==> config.mk <==
export PLATFORM = sky130hd
export DESIGN_NAME = mem_arbiter
export DESIGN_NICKNAME = d
export VERILOG_FILES = /design/src/rtl/mem_pkg.sv /design/src/rtl/rr_pick2.sv /design/src/rtl/mem_arbiter.sv
export SDC_FILE = /design/constraint.sdc
export NUM_CORES = 1
export LEC_CHECK = 0
export BUFFER_PORTS_ARGS = -buffer_cell sky130_fd_sc_hd__buf_2
export CELL_PAD_IN_SITES_DETAIL_PLACEMENT = 0
export CELL_PAD_IN_SITES_GLOBAL_PLACEMENT = 1
export CORE_AREA = 2 2 123 125
export DETAILED_ROUTE_END_ITERATION = 6
export DIE_AREA = 0 0 125 127
export GPL_TIMING_DRIVEN = 0
export PLACE_DENSITY_LB_ADDON = 0.1
export SYNTH_ARGS = -nofsm -noshare
export SYNTH_HDL_FRONTEND = slang
export SYNTH_SLANG_ARGS = --single-unit
export TNS_END_PERCENT = 5
==> constraint.sdc <==
create_clock -name clk -period 2.5 [get_ports clk]
set_input_delay 0.25 -clock clk [delete_from_list [all_inputs] [get_ports clk]]
set_output_delay 0.25 -clock clk [all_outputs]
set_load 0.05 [all_outputs]
==> src/rtl/mem_pkg.sv <==
// Shared types and default widths for the memory arbiter slice.
// port_e names the requester that owns the memory port in a given cycle.
package mem_pkg;

   typedef enum logic [1:0] {
      PORT_NONE,
      PORT_DBG,
      PORT_IF,
      PORT_LS
   } port_e;

   localparam int ADDR_WIDTH_DEF = 16;
   localparam int DATA_WIDTH_DEF = 32;
   localparam int CNT_WIDTH_DEF  = 16;

endpackage

==> src/rtl/rr_pick2.sv <==
// Two-way round-robin picker: a lone request always wins, and a tie goes
// to whichever side did not win most recently.
module rr_pick2 (
   input  logic       clk,
   input  logic       rst,
   input  logic [1:0] req,
   input  logic       update,
   output logic [1:0] gnt
);

   // last_win = 0 means req[0] won most recently, so a tie goes to req[1]
   logic last_win;

   always_comb begin
      gnt = 2'b00;
      case (req)
         2'b01:   gnt = 2'b01;
         2'b10:   gnt = 2'b10;
         2'b11:   gnt = last_win ? 2'b01 : 2'b10;
         default: gnt = 2'b00;
      endcase
   end

   always_ff @(posedge clk) begin
      if (rst)
         last_win <= 1'b0;
      else if (update && (gnt != 2'b00))
         last_win <= gnt[1];
   end

endmodule

==> src/rtl/mem_arbiter.sv <==
// Shares one single-port synchronous memory between debug, fetch and load/store.
// Debug has absolute priority; fetch and load/store alternate on conflicts.
module mem_arbiter
   import mem_pkg::*;
#(
   parameter int ADDR_WIDTH = ADDR_WIDTH_DEF,
   parameter int DATA_WIDTH = DATA_WIDTH_DEF,
   parameter int CNT_WIDTH  = CNT_WIDTH_DEF
) (
   input  logic                  clk,
   input  logic                  rst,
   input  logic                  dbg_req,
   input  logic                  dbg_we,
   input  logic [ADDR_WIDTH-1:0] dbg_addr,
   input  logic [DATA_WIDTH-1:0] dbg_wdata,
   input  logic                  if_req,
   input  logic [ADDR_WIDTH-1:0] if_addr,
   input  logic                  ls_req,
   input  logic                  ls_we,
   input  logic [ADDR_WIDTH-1:0] ls_addr,
   input  logic [DATA_WIDTH-1:0] ls_wdata,
   output logic                  dbg_gnt,
   output logic                  if_gnt,
   output logic                  ls_gnt,
   output logic                  dbg_rvalid,
   output logic                  if_rvalid,
   output logic                  ls_rvalid,
   output logic [DATA_WIDTH-1:0] dbg_rdata,
   output logic [DATA_WIDTH-1:0] if_rdata,
   output logic [DATA_WIDTH-1:0] ls_rdata,
   output logic                  mem_en,
   output logic                  mem_we,
   output logic [ADDR_WIDTH-1:0] mem_addr,
   output logic [DATA_WIDTH-1:0] mem_wdata,
   input  logic [DATA_WIDTH-1:0] mem_rdata,
   output logic [CNT_WIDTH-1:0]  stall_count
);

   logic [1:0] rr_req;
   logic [1:0] rr_gnt;
   logic       rr_update;
   port_e      winner;
   port_e      resp_port;
   logic       denied;

   // The picker only sees fetch/load-store when debug is idle and reset is low,
   // so its history advances only on real fetch/load-store grants.
   assign rr_req    = {ls_req, if_req} & {2{~rst & ~dbg_req}};
   assign rr_update = ~rst & ~dbg_req;

   rr_pick2 u_rr (
      .clk    (clk),
      .rst    (rst),
      .req    (rr_req),
      .update (rr_update),
      .gnt    (rr_gnt)
   );

   assign dbg_gnt = dbg_req & ~rst;
   assign if_gnt  = rr_gnt[0];
   assign ls_gnt  = rr_gnt[1];

   always_comb begin
      winner    = PORT_NONE;
      mem_en    = 1'b0;
      mem_we    = 1'b0;
      mem_addr  = '0;
      mem_wdata = '0;
      if (dbg_gnt) begin
         winner    = PORT_DBG;
         mem_en    = 1'b1;
         mem_we    = dbg_we;
         mem_addr  = dbg_addr;
         mem_wdata = dbg_wdata;
      end else if (if_gnt) begin
         winner    = PORT_IF;
         mem_en    = 1'b1;
         mem_addr  = if_addr;
      end else if (ls_gnt) begin
         winner    = PORT_LS;
         mem_en    = 1'b1;
         mem_we    = ls_we;
         mem_addr  = ls_addr;
         mem_wdata = ls_wdata;
      end
   end

   // Remembers who owns the memory response arriving next cycle
   always_ff @(posedge clk) begin
      if (rst)
         resp_port <= PORT_NONE;
      else
         resp_port <= winner;
   end

   assign dbg_rvalid = (resp_port == PORT_DBG);
   assign if_rvalid  = (resp_port == PORT_IF);
   assign ls_rvalid  = (resp_port == PORT_LS);
   assign dbg_rdata  = mem_rdata;
   assign if_rdata   = mem_rdata;
   assign ls_rdata   = mem_rdata;

   assign denied = (dbg_req & ~dbg_gnt) | (if_req & ~if_gnt) | (ls_req & ~ls_gnt);

   // Counts conflict cycles, not denied requests, and sticks at all-ones
   always_ff @(posedge clk) begin
      if (rst)
         stall_count <= '0;
      else if (denied && (stall_count != '1))
         stall_count <= stall_count + CNT_WIDTH'(1);
   end

endmodule

==> impl_results.md <==
* Run status: finished clean
* CP Class: flip-flop to primary output
* CP bufs+invs at 4
* Antenna viol nets, final at 0
* Number of DRC markers in iteration 0 at 172
* Largest net degree at the start of global routing at 12
* Nets@finish at 747
* Slowest cell on the critical path: clkbuf_1
* CTS Sinks at 19
* Post-detailed-routing wire length at 13080 microns
* Crit. End Element: primary output
* Leakage at 0.002446 uW
* Finished Layout Cells at 779
* Net Sw Frac at 50.02%
* Initial Utilization at 16.52%
* Final Util at 28.63%
* Xor/xnor cell area share of the yosys netlist at 0%
* Worst Tran Pin Value at 523.2 ps
* Maxcap violations at 0
* Fin crit share at 93.13%
* Fin area at 4129 sq um
* GRT Util Overall at 15.30%
* Placeable Area at 14420 sq um
* Hold-fix buffers, CTS at 0
* Min Tclk post-route at 2328 ps
* Most used cell, CP: clkbuf_1
* TritonCTS clock tree: yes
* Post-CTS setup buffers at 0
* RSZ-0062 raised after global routing: yes
* Layout cell share with drive strength beyond 1 at 65.82%
* Total die area at 15880 sq um
* Syn avg cell area at 7.841 sq um
* Int Power at 838.2 uW
* Crit path launch type: flip-flop
* 1st-pass router iterations at 5
* Mapped Nets at 456
* GRT overflow at 0
* Port Buf Inserts at 286
* Fin. max-slew vios at 0
* Top delay family on crit path: buffers and inverters
* Biggest cell delay along the critical path at 410 ps
* Final Hold Viols at 0
* First-pass GRT wire length at 18970 microns
* Commonest non-fill, non-tap cell in the layout: buf_2
* Most frequent cells in the layout: 288 x buf_2, 96 x buf_4, 33 x a22o_1
* Clock share of power at 20.4%
* Sequential share of power at 19.1%
* Area growth syn-to-layout at 73.23%
* Netlist cell types at 38
* Clock Tree Buf Depth at 2
* Via density per instance at 4.101
* Main combinational cell family by area after synthesis: buffers and inverters
* Max Fclk at 429.5 MHz
* Die Ht at 127 microns
* Synth top area share at 30.24%
* Area fraction in compound gates after synthesis at 25.51%
* Seq/Total Area, Yosys at 15.96%
* Hold WC Path Type: input port to flip-flop
* VDD IR max at 0.1869 mV
* Mapped Cells at 304
* WP data arrival at 2080 ps
* Worst-path fanout max at 10
* Pwr dens at 406.2 nW/um^2
* IO Pins at 319
* Die width at 125 microns
* Vias at 3195
* Area contributors post-synth: buf_4 30%, dfxtp_1 16%, a22o_1 12%
* Simple-Gate Fraction of Synth Area at 15.64%
* Vias in the first global route at 3315
* GPL Wtd Cong at 0.7871
* Comb power frac at 60.5%
* Mapped Area at 2384 sq um
* Yosys reg bits at 19
* Routed wire per std cell at 16.79 microns
* Placed cell area at 4045 sq um
* Slew HR at 64.22%
* Root buffer cell: clkbuf_16
* Synth Area in Adders at 0.9449%
* Clock slew at reported path FFs at 50 ps
* Worst-path cell chain: nand2b_1, and3_1, clkbuf_1, clkbuf_1, a222oi_1, inv_1, buf_2
* Hold_ws at 325.9 ps
* Inst Count DP at 774
* H-tree Lvls at 1
* DP HPWL at 11720 microns
* Psw at 839.0 uW
* Design Power at 1677 uW
* Antenna violations before repair at 4
* Row Count at 44
* Mux share of post-synthesis cell area at 5.617%
* Largest area contributor in the netlist: buf_4
* Worst EP required at 2250 ps
* Clock Latency Late Sink at 260 ps
* Setup Skew at 8.196 ps
* Remaining routing DRC violations at 0
* Yosys warns at 0
* Final setup violation count at 0
* CTS buffer count at 3
* Resized Gates After CTS at 0
## worst register-to-register path: stages, from the launching register on
cell and delay [ps]:
dfxtp_1 450, nand4_1 190, nor4_2 500, buf_2 310, a21oi_1 140, mux2_1 320
## layer usage
metal	up-vias	wire length, microns	GRT usage [%]
li1	1585	-	-
met1	1470	4564	15.88
met4	6	12	0.9804
met5	-	44	0
met2	126	7376	30.43
met3	8	1083	5.779
## Yosys cell counts
cell,number
a2111oi_0,1
a211oi_1,9
a21oi_1,3
a222oi_1,16
a22o_1,33
a311oi_1,1
a31oi_1,1
a41oi_1,1
and2_1,2
and3_1,5
and4_1,2
buf_2,2
buf_4,96
clkbuf_1,19
dfxtp_1,19
ha_1,1
inv_1,17
maj3_1,1
mux2_1,11
mux2i_1,1
nand2_1,7
nand2b_1,4
nand3_1,5
nand4_1,4
nor2_1,14
nor2b_1,14
nor3_1,1
nor3b_1,1
nor4_2,1
o21a_1,2
o21ai_1,1
o21bai_1,1
o31ai_1,1
o41ai_1,1
or2_1,2
or3_1,1
or4_1,2
or4_4,1
## worst paths after layout
kind	start	to	slack [ps]	depth (start not counted)
worst max-delay path	u_rr.last_win	mem_addr[8]	170	7
worst min-delay path	ls_req	resp_port[1]	330	2
worst max register to register	stall_count[7]	stall_count[0]	460	5
worst min register to register	u_rr.last_win	u_rr.last_win	490	2
## cell families after synthesis
group / Yosys count
simple gates: 66
mux: 12
fa+ha+maj: 2
buf+inv: 134
compound gates: 71
flops: 19
## flip-flops by register name, summed over array words and instances (netlist names)
signal,flops
resp_port,2
u_rr.last_win,1
stall_count,16
## layout make-up
| type | instances | area, sq um |
|---|---|---|
| fill | 1678 | 10290 |
| timing repair buffer | 286 | 1431 |
| multi-input combinational | 151 | 1137 |
| buffer | 117 | 803.3 |
| sequential | 19 | 380.4 |
| tap | 184 | 230.2 |
| clock buffer | 3 | 75.07 |
| inverter | 17 | 63.81 |
| clock inverter | 1 | 5.005 |
| antenna | 1 | 2.502 |
## power groups by stage
stage / combinational [uW] / sequential [uW] / clock, uW
after global routing: 1070 / 322 / 378
after CTS: 1030 / 321 / 360
after floorplan: 734 / 344 / 0
after detailed placement: 1020 / 327 / 0
after global placement: 1020 / 327 / 0
final: 1010 / 320 / 343
## stage by stage
step           TNS, ps  setup WS [ps]
2_1_floorplan        0          293.9
3_3_place_gp         0          232.1
3_5_place_dp         0          195.8
4_1_cts              0          139.6
5_1_grt         -11.28         -3.674
6_report             0          171.8
Power figures use the tool's default switching activity.
